$ cat config.mk
export PLATFORM = sky130hd
export DESIGN_NAME = lfsr_prng_flat
export DESIGN_NICKNAME = d
export VERILOG_FILES = /design/src/rtl/lfsr_prng_if.sv /design/src/rtl/lfsr_prng.sv /design/src/flat_wrapper.sv
export SDC_FILE = /design/constraint.sdc
export NUM_CORES = 1
export LEC_CHECK = 0
export CORE_MARGIN = 5
export CORE_UTILIZATION = 43
export CTS_BUF_LIST = sky130_fd_sc_hd__clkbuf_16
export DETAILED_ROUTE_END_ITERATION = 8
export GPL_TIMING_DRIVEN = 0
export HOLD_SLACK_MARGIN = 0.08
export PLACE_DENSITY = 0.75
export SETUP_SLACK_MARGIN = 0.4
export SLEW_MARGIN = 0
export SYNTH_ARGS = -nofsm -noshare
export SYNTH_HDL_FRONTEND = slang
export SYNTH_SLANG_ARGS = --single-unit
$ cat constraint.sdc
create_clock -name clk -period 4.35 [get_ports clk]
set_input_delay 0.87 -clock clk [delete_from_list [all_inputs] [get_ports clk]]
set_output_delay 0.87 -clock clk [all_outputs]
set_load 0.01 [all_outputs]
$ cat src/rtl/lfsr_prng_if.sv
// Handshake and control bundle for the LFSR pseudo-random generator.
// The master side drives the control and seed inputs; the slave side
// is the generator itself.
interface lfsr_prng_if #(
  parameter int WIDTH = 32
);
  logic             en;
  logic             acquire_seed;
  logic [WIDTH-1:0] seed;
  logic             out_ready;
  logic             out_valid;
  logic [WIDTH-1:0] rng_out;
  logic             seed_fixed;
  logic             busy;

  modport master (
    output en, acquire_seed, seed, out_ready,
    input  out_valid, rng_out, seed_fixed, busy
  );

  modport slave (
    input  en, acquire_seed, seed, out_ready,
    output out_valid, rng_out, seed_fixed, busy
  );
endinterface

$ cat src/rtl/lfsr_prng.sv
// Parametrised Fibonacci LFSR pseudo-random generator.
// Each accepted word advances the state by STEPS chained shifts in a single
// cycle. After reset or a seed load, WARMUP words are discarded before
// out_valid rises. A zero seed is replaced by ZERO_FIX so the state never
// locks up at zero.
module lfsr_prng #(
  parameter int               WIDTH      = 32,
  parameter logic [WIDTH-1:0] TAPS       = WIDTH'(32'hD000_0001),
  parameter int               STEPS      = 1,
  parameter int               WARMUP     = 0,
  parameter logic [WIDTH-1:0] RESET_SEED = WIDTH'(1),
  parameter logic [WIDTH-1:0] ZERO_FIX   = WIDTH'(1)
) (
  input logic        clk,
  input logic        rst,
  lfsr_prng_if.slave bus
);

  localparam logic [0:0]  ST_WARM   = 1'b0;
  localparam logic [0:0]  ST_RUN    = 1'b1;
  localparam logic [0:0]  ST_INIT   = (WARMUP == 0) ? ST_RUN : ST_WARM;
  localparam logic [15:0] WARM_INIT = 16'(WARMUP);

  logic [WIDTH-1:0] state;
  logic [WIDTH-1:0] next_state;
  logic [0:0]       fsm;
  logic [15:0]      warm_cnt;
  logic             seed_fixed_q;
  logic             advance;

  // STEPS chained Fibonacci shifts: feedback is the parity of the tapped bits,
  // shifted in at the LSB.
  function automatic logic [WIDTH-1:0] lfsr_step(input logic [WIDTH-1:0] s);
    logic [WIDTH-1:0] r;
    logic             fb;
    r = s;
    for (int i = 0; i < STEPS; i++) begin
      fb = ^(r & TAPS);
      r  = {r[WIDTH-2:0], fb};
    end
    return r;
  endfunction

  // Decide whether this cycle advances: every enabled WARM cycle, or an
  // enabled RUN cycle where the consumer takes the word.
  always_comb begin
    next_state = lfsr_step(state);
    advance    = 1'b0;
    if (bus.en) begin
      advance = (fsm == ST_WARM) || bus.out_ready;
    end
  end

  // State, warm-up counter and FSM; a seed load overrides any advance.
  always_ff @(posedge clk or negedge rst) begin
    if (!rst) begin
      state        <= RESET_SEED;
      fsm          <= ST_INIT;
      warm_cnt     <= WARM_INIT;
      seed_fixed_q <= 1'b0;
    end else begin
      seed_fixed_q <= 1'b0;
      if (bus.acquire_seed) begin
        state        <= (bus.seed == '0) ? ZERO_FIX : bus.seed;
        seed_fixed_q <= (bus.seed == '0);
        fsm          <= ST_INIT;
        warm_cnt     <= WARM_INIT;
      end else if (advance) begin
        state <= next_state;
        if (fsm == ST_WARM) begin
          warm_cnt <= warm_cnt - 16'd1;
          if (warm_cnt == 16'd1) begin
            fsm <= ST_RUN;
          end
        end
      end
    end
  end

  assign bus.rng_out    = state;
  assign bus.out_valid  = (fsm == ST_RUN);
  assign bus.busy       = (fsm == ST_WARM);
  assign bus.seed_fixed = seed_fixed_q;

endmodule

$ cat src/flat_wrapper.sv
// flat-port wrapper written by rule: the top's interface ports become plain ports
module lfsr_prng_flat 
#(
  parameter int               WIDTH      = 32,
  parameter logic [WIDTH-1:0] TAPS       = WIDTH'(32'hD000_0001),
  parameter int               STEPS      = 1,
  parameter int               WARMUP     = 0,
  parameter logic [WIDTH-1:0] RESET_SEED = WIDTH'(1),
  parameter logic [WIDTH-1:0] ZERO_FIX   = WIDTH'(1)
)
  (clk, rst, bus_en, bus_acquire_seed, bus_seed, bus_out_ready, bus_out_valid, bus_rng_out, bus_seed_fixed, bus_busy);
  lfsr_prng_if #(.WIDTH(WIDTH)) bus_i ();
  input logic clk;
  input logic rst;
  input wire logic [$bits(bus_i.en)-1:0] bus_en;
  input wire logic [$bits(bus_i.acquire_seed)-1:0] bus_acquire_seed;
  input wire logic [$bits(bus_i.seed)-1:0] bus_seed;
  input wire logic [$bits(bus_i.out_ready)-1:0] bus_out_ready;
  output wire logic [$bits(bus_i.out_valid)-1:0] bus_out_valid;
  output wire logic [$bits(bus_i.rng_out)-1:0] bus_rng_out;
  output wire logic [$bits(bus_i.seed_fixed)-1:0] bus_seed_fixed;
  output wire logic [$bits(bus_i.busy)-1:0] bus_busy;
  assign bus_i.en = bus_en;
  assign bus_i.acquire_seed = bus_acquire_seed;
  assign bus_i.seed = bus_seed;
  assign bus_i.out_ready = bus_out_ready;
  assign bus_out_valid = bus_i.out_valid;
  assign bus_rng_out = bus_i.rng_out;
  assign bus_seed_fixed = bus_i.seed_fixed;
  assign bus_busy = bus_i.busy;
  lfsr_prng #(.WIDTH(WIDTH), .TAPS(TAPS), .STEPS(STEPS), .WARMUP(WARMUP), .RESET_SEED(RESET_SEED), .ZERO_FIX(ZERO_FIX)) u_core (.clk(clk), .rst(rst), .bus(bus_i));
endmodule
======== After elaboration in Yosys (flattened, before gate mapping) ========
Cells that the tools add are included.
word-level totals
  bits of input ports ..................... 37
  word-level logic and storage cells ...... 25
  flip-flop bits (word level) ............. 50
  output and inout bits ................... 35
cells by class
  add/subtract/negate cells ............... 1
  multiplexer cells ....................... 12
  eq/ne operators ......................... 2
  bitwise operators ....................... 1
  reductions and logical operators ........ 5
operators by type and width
  kind                     number
  $mux W32                 3
  $mux W16                 3
  $logic_not A32 Y1        1
  $reduce_xor A32 Y1       1
  $eq A16 B1 Y1 const B    1
  $sub A16 B1 Y16 const B  1
  $mux W1                  6
  $ne A2 B2 Y1 const B     1
  $reduce_and A2 Y1        1
  $reduce_bool A2 Y1       1
  $logic_or A1 B1 Y1       1
  $not A1 Y1               1

======== Logic depth before layout (Yosys ltp) ========
  depth after elaboration ................. 5
  depth in mapped cells ................... 6
  gate-level depth less buffers ........... 6

======== Worst setup path after synthesis ========
No wires, ideal clock.
  path type ............................... input port to flip-flop
  start ................................... in bus_en
  end ..................................... reg u_core.warm_cnt[15]
  stages .................................. 5
  slack ................................... 2.302 ns
  required time ........................... 4.272 ns
  arrival ................................. 1.969 ns
  path buffers ............................ 1
  setup time .............................. 0.078 ns
  cells stage by stage .................... nor2b_1 buf_2 o2111ai_1 or3_2 a21oi_1
on the way
  cells in the longest elaborated chain, start to end .. 3
ends and longest elaborated chain
  what                                 RTL line            text
  start, declared                      flat_wrapper.sv:15  input wire logic [$bits(bus_i.en)-1:0] bus_en;
  $mux W1                              lfsr_prng.sv:49     if (bus.en) begin
  $reduce_bool A2 Y1 (no source line)  --
  $reduce_and A2 Y1 (no source line)   --
  end signal, assigned                 lfsr_prng.sv:71     warm_cnt <= warm_cnt - 16'd1;
  end, declared                        lfsr_prng.sv:27     logic [15:0] warm_cnt;
No other way between the ends.
A chain may end at the register's enable or synchronous reset.

======== Worst setup path after layout ========
  start ................................... in bus_acquire_seed
  end ..................................... reg u_core.state[27], in the netlist u_core.bus.rng_out[27]
on the way
  cells in the longest elaborated chain, start to end .. 1
  elaborated cells between the ends (all ways) .. 2
  classes of those cells .................. 1 x mux; 1 x reduce/logical
ends and longest elaborated chain
  what                                            RTL line            text
  start, declared                                 flat_wrapper.sv:16  input wire logic [$bits(bus_i.acquire_seed)-1:0] bus_acquire_seed;
  $mux W32 or $reduce_bool A2 Y1 (tied branches)  --
  end signal, assigned                            lfsr_prng.sv:64     state <= (bus.seed == '0) ? ZERO_FIX : bus.seed;
  end signal, assigned                            lfsr_prng.sv:69     state <= next_state;
  end, declared                                   lfsr_prng.sv:24     logic [WIDTH-1:0] state;
Several ways; a longest one is shown, not always the timed one.

==> key figures <==
Logic synthesis
  – Yosys top cell area share: 48.0%
  – Number of synthesized flops with an enable pin: 0
  – Ys async rst share: 100%
  – Post-synth top area cell: dfrtp_1
  – Post-synth cell types: 36
  – Post-Syn Area: 0.00250 sq mm
  – Synthesized netlist net count: slightly below 300
  – Flops & latches, synth: 50
  – Synth Flop Type: dfrtp_1
  – YS warnings: 0
  – Post-synthesis average cell area: about 10 sq um
  – Area contributors post-synth: dfrtp_1, mux2i_1, o21ai_0
  – Seq/Total Area, Yosys: between 50% and 60%
  – Cells after synthesis: between 200 and 300

Clock network
  – Cts repair resizes: 0
  – CTS tree: done
  – Clk slew on worst S/H paths: 0.06 ns
  – H-Tree Depth: 2
  – Clk Tree Root Cell: clkbuf_16
  – Post-CTS Repair Setup Buffers: 0
  – Clk_lat worst skew: ~0.28 ns
  – Hold buffers post-CTS: 0
  – Clock Path Buffers: 2
  – TritonCTS Buffers: 5
  – CTS Sinks: 50

Timing
  – Final hold violations: 0
  – Setup_tns: 0 ns
  – Worst Tran Pin Value: about 0.56 ns
  – Final Hold Slack: roughly 0.45 ns
  – RSZ-0062 raised after global routing: false
  – Crit path time final: ~2.7 ns
  – Max Fclk: 376 MHz
  – Final setup violation count: 0
  – Slew HR: between 60% and 70%
  – Final slew viol count: 0
  – Period utilisation layout: ~61%
  – Layout Skew: 0.00317 ns

Drt
  – Routed length per instance: approximately 16 um
  – Vias: 2136
  – Antenna-violating nets left: 0
  – Drc violations: 0
  – Total wire length: roughly 6.3 mm
  – Via density: roughly 5.3
  – DR iter-0 viols: 83
  – Router iterations before antenna repair: 4

Critical path
  – Worst EP required: approximately 4.6 ns
  – Worst R2R End: u_core.warm_cnt[15]$_DFFE_PN0P_
  – R2R Setup Slk: 2.35 ns
  – Crit Path Category: input port to register
  – Crit path DAT: about 2.9 ns
  – Crit-path cells: clkdlybuf4s50_1, clkbuf_1, clkbuf_1, clkbuf_1, nand2_1, o21ai_0
  – Crit path largest cell delay: 0.62 ns
  – Crit-path slowest cell: clkdlybuf4s50_1
  – Startpoint Class: input port
  – Critical Path End Type: register
  – Worst Path Max Fanout: 10
  – Reg2reg start: u_core.warm_cnt[6]$_DFFE_PN0P_
  – Reg2Reg Depth: 4
  – CP most frequent cell: clkbuf_1

GRT
  – Initial antenna violation count: 0
  – Global-route wire length before repair: 10.6 mm
  – Largest net degree at the start of global routing: 41
  – Total grt overflow: 0
  – Total Routing Usage GR: ~18%
  – Vias in the first global route: 2133

Power and ir drop
  – Pwr Density: 341 mW/mm^2
  – Peak VDD IR: 0.000203 V
  – Leakage power: 0.00156 uW

Min path
  – Worst min-delay path class: input port to asynchronous set/reset pin

Floorplanning
  – IO Pins: 72
  – Initial Util: between 40 and 50%
  – Total core area: roughly 0.0056 sq mm
  – Full die area: about 0.0074 sq mm
  – DIE HEIGHT: roughly 86 um
  – Die Span X: about 86 um
  – Row count: 27

Job
  – Max-cap violations: 0

Finish
  – Share of post-route cells with drive strength above 1: under 10%
  – Layout area overhead: 38.1%
  – Fin nets: 368
  – Fin util: 62.0%
  – Antenna fix cells: 0

Placed design
  – GPL Wtd Cong: around 0.83
  – Port Buf Inserts: 71
  – DP HPWL: between 4 and 5 mm

Status
  – Status: completed
==> cell usage in the layout, fill, tap and decap left out, types with 3 or more instances in the layout <==
master,netlist,routed
a21oi_1,4,4
buf_2,4,5
clkbuf_1,8,8
clkbuf_16,0,5
clkdlybuf4s50_1,0,70
dfrtp_1,48,48
inv_1,3,4
mux2i_1,31,31
nand2_1,33,33
nand3_1,3,3
nor2_1,18,18
nor3_1,4,4
nor4_1,8,8
o2111ai_1,4,4
o21ai_0,34,34
or2_2,3,3
or3_1,6,6
xor2_1,11,11
==> cell usage after synthesis (3+ instances only) <==
cell	count
a21oi_1	4
buf_2	4
clkbuf_1	8
dfrtp_1	48
inv_1	3
mux2i_1	31
nand2_1	33
nand3_1	3
nor2_1	18
nor3_1	4
nor4_1	8
o2111ai_1	4
o21ai_0	34
or2_2	3
or3_1	6
xor2_1	11
==> report_power, final <==
part           total, uW  leakage (uW)  internal, uW  switching [uW]
Clock                366     0.0000724           208             158
Combinational        261      0.000860           147             114
Sequential           551      0.000630           511            39.8
Total               1180       0.00156           866             312
==> critical path: cells and delay by family <==
family,cells,cell delay (ns)
AO/OA/AOI/OAI,1,0.09
AND/OR/NAND/NOR,1,0.09
buffers and inverters,4,1.80
==> worst max-delay path by stage <==
stage,cells after the start,from,end,slack [ns]
2_1_floorplan,5,bus_en,u_core.warm_cnt[15]$_DFFE_PN0P_,2.30
3_3_place_gp,1,rst,u_core.bus.rng_out[10]$_DFFE_PN0P_,0.94
3_5_place_dp,6,bus_acquire_seed,u_core.bus.rng_out[2]$_DFFE_PN0P_,1.45
4_1_cts,6,bus_acquire_seed,u_core.bus.rng_out[2]$_DFFE_PN0P_,1.70
5_1_grt,6,bus_acquire_seed,u_core.bus.rng_out[30]$_DFFE_PN0P_,1.47
6_report,6,bus_acquire_seed,u_core.bus.rng_out[27]$_DFFE_PN0P_,1.69
==> state kept, by name, indices dropped and copies added, names as in the netlist <==
| register | cells |
|---|---|
| u_core.bus.out_valid | 1 |
| u_core.bus.rng_out | 32 |
| u_core.bus.seed_fixed | 1 |
| u_core.warm_cnt | 16 |
==> cell type report <==
class,instances,area [sq um]
Fill cell,479,2120
Sequential cell,50,1250
Multi-Input combinational cell,184,1180
Timing Repair Buffer,72,726
Clock buffer,5,125
Tap cell,72,90.1
Buffer,13,53.8
Clock inverter,3,12.5
Inverter,3,11.3
==> kinds of logic (layout without fill, tap and decap cells) <==
| kind of cell | count (synthesis) | after routing | synth area share (%) |
|---|---|---|---|
| and+or+nand+nor | 89 | 89 | 18.0 |
| DFF | 50 | 50 | 50.1 |
| AOI/OAI and AO/OA | 48 | 48 | 10.8 |
| muxes | 33 | 33 | 13.3 |
| buffers and inverters | 16 | 96 | 2.60 |
| xor gates and xnor gates | 12 | 12 | 4.20 |
| adders and majority gates | 2 | 2 | 1.00 |
==> per-layer routing <==
layer / up-vias / global-route usage (%) / part of all wire (%)
li1: 1041 / - / -
met1: 1033 / 23.5 / 44
met2: 56 / 30.1 / 49
met3: 6 / 3.71 / 5.7
met4: 0 / 4.25 / 0.97
met5: - / 0 / 0
==> stage by stage <==
stage	cell area [sq um]	worst slack (ns)	power (uW)	cells
2_1_floorplan	2500	2.30	674	250
3_3_place_gp	3300	0.940	814	393
3_5_place_dp	3320	1.45	822	394
4_1_cts	3450	1.70	1190	402
5_1_grt	3450	1.47	1240	402
6_report	3450	1.69	1180	402
Note: power is estimated with default switching activity, not from simulation.
==> RTL change, RTL diff (same flow settings) <==
`WIDTH` is set to 32 in 3 places; all go to 48.
--- a/src/rtl/lfsr_prng_if.sv
+++ b/src/rtl/lfsr_prng_if.sv
@@ -2,7 +2,7 @@
 // The master side drives the control and seed inputs; the slave side
 // is the generator itself.
 interface lfsr_prng_if #(
-  parameter int WIDTH = 32
+  parameter int WIDTH = 48
 );
   logic             en;
   logic             acquire_seed;
--- a/src/rtl/lfsr_prng.sv
+++ b/src/rtl/lfsr_prng.sv
@@ -4,7 +4,7 @@
 // out_valid rises. A zero seed is replaced by ZERO_FIX so the state never
 // locks up at zero.
 module lfsr_prng #(
-  parameter int               WIDTH      = 32,
+  parameter int               WIDTH      = 48,
   parameter logic [WIDTH-1:0] TAPS       = WIDTH'(32'hD000_0001),
   parameter int               STEPS      = 1,
   parameter int               WARMUP     = 0,
--- a/src/flat_wrapper.sv
+++ b/src/flat_wrapper.sv
@@ -1,7 +1,7 @@
 // flat-port wrapper written by rule: the top's interface ports become plain ports
 module lfsr_prng_flat 
 #(
-  parameter int               WIDTH      = 32,
+  parameter int               WIDTH      = 48,
   parameter logic [WIDTH-1:0] TAPS       = WIDTH'(32'hD000_0001),
   parameter int               STEPS      = 1,
   parameter int               WARMUP     = 0,
Interface: changed (resized bus_rng_out and bus_seed); port bits go from 72 to 104. The function was not compared with the original's and may differ.
==> RTL change against the original RTL <==
- first-iteration DRC count up 77%
- critical path type unchanged
- wire length up 47%
- final cell count up 35%
- setup slack worse by 280 ps
- non-clock buffer count up 37
- fmax down 9.5%
- total power up 58%
- final area up 36%
- sequential cell count up 16
- area after synthesis up 30%
- via count up 36%
==> RTL change: results <==
metrics = {
    "power": {
        "irDropWorstVdd_mv": 0.218,
        "static-leakage-power_nw": 2.14,
    },
    "clocking": {
        "ctsResizeCount": 0,
        "cts-buffers-inserted": 9,
        "h-tree-depth": 3,
        "insertion_delay_ps": 330,
    },
    "placement": {
        "post-place-cells": 525,
        "dpl_worst_slack_ps": 1130,
        "hpwl_mm": 6.75,
        "gp_congestion": 0.843,
        "port_buffers": 103,
        "dpl_cell_area_mm2": 0.00439,
    },
    "global_route": {
        "grt_max_degree": 67,
        "use_met1_pct": 26.7,
        "grtUsageTotal_pct": 20.2,
        "grt_pass1_vias": 3033,
        "grt_first_pass_wirelength_mm": 15.5,
        "grt_use_met2_pct": 31.6,
        "met3_usage_pct": 6.19,
    },
    "yosys": {
        "synthMuxAreaShare_pct": 14.8,
        "synthesis.nets": 378,
        "synth_adder_area_share_pct": 0.772,
        "yosysUniqueCellTypes": 37,
        "synth-compound-area-share_pct": 11.7,
        "synthXorXnorAreaFrac_pct": 2.70,
        "synth.area.top_cells": "dfrtp_1 49%, mux2i_1 15%, o21ai_0 7.9%",
        "synthTopCellsByCount": "64 x dfrtp_1, 51 x o21ai_0, 50 x nand2_1",
        "ys_seq_area_share_pct": 51.0,
    },
    "setup_path": {
        "cp_slowest_cell": "clkdlybuf4s50_1",
        "arrival_ps": 3180,
        "crit_path_max_fanout": 10,
        "cpPeakStageDelay_ps": 490,
    },
    "run_status": {
        "status": "finished, final reports clean",
    },
    "timing": {
        "holdWs_ps": 547,
        "finalClockSkew_ps": 5.85,
        "relSlewSlack_pct": 43.1,
    },
    "detailed_routing": {
        "viasPerCell": 5.39,
        "finalWirelength_mm": 9.21,
        "dr_total_vias": 2914,
        "drtIter0Drc": 147,
    },
    "final_layout": {
        "drive_above_1_share_pct": 7.24,
        "num-fill-cells": 615,
        "largest_register_ff_count": 48,
        "final_nets": 492,
        "seq_area_mm2": 0.00165,
    },
    "hold_path": {
        "hold_path_class": "flop to flop",
    },
}
-- RTL change: cell types whose count changed in the layout (fill, tap and decap cells not counted), sizes merged, moves of 8 or more --
cell / change
nand2: +17
mux2i: +17
clkdlybuf4s50: +32
dfrtp: +16
clkbuf: +8
o21ai: +16
-- RTL change: per-layer routing --
| metal | wire, um | vias up |
|---|---|---|
| li1 | - | 1387 |
| met1 | 4120 | 1410 |
| met2 | 4300 | 107 |
| met3 | 668 | 10 |
| met4 | 115 | 0 |
| met5 | 0 | - |
-- RTL change: final cells by class --
class | count | share of cell area [%]
inverter | 4 | 0.319
clock buffer | 9 | 4.78
clock inverter | 7 | 1.96
tap | 99 | 2.63
buffer | 19 | 1.67
sequential | 66 | 35.1
multi-input combinational | 234 | 31.7
timing repair buffer | 103 | 21.8
-- RTL change: kinds of logic after synthesis --
logic type | count (synthesis)
buffers and inverters | 23
flip-flops | 66
AO/OA/AOI/OAI | 69
XOR/XNOR | 10
adder cells (fa/ha/maj) | 2
AND/OR/NAND/NOR | 105
multiplexers | 48
-- RTL change: where the power goes --
part | internal [mW] | switching, mW
Combinational | 0.199 | 0.160
Clock | 0.500 | 0.270
Sequential | 0.676 | 0.0555
Total | 1.37 | 0.486
-- RTL change: worst paths after layout --
check,depth (start not counted),to,slack (ps),start
worst min register to register,2,u_core.warm_cnt[14],550,u_core.warm_cnt[14]
worst max register to register,6,u_core.bus.rng_out[42],2200,u_core.bus.out_valid
min in group asynchronous,1,u_core.bus.rng_out[19],630,rst
worst max-delay path,7,u_core.bus.rng_out[15],1410,bus_acquire_seed
worst min-delay path,2,u_core.warm_cnt[14],550,u_core.warm_cnt[14]
max in group asynchronous,1,u_core.bus.rng_out[26],3140,rst
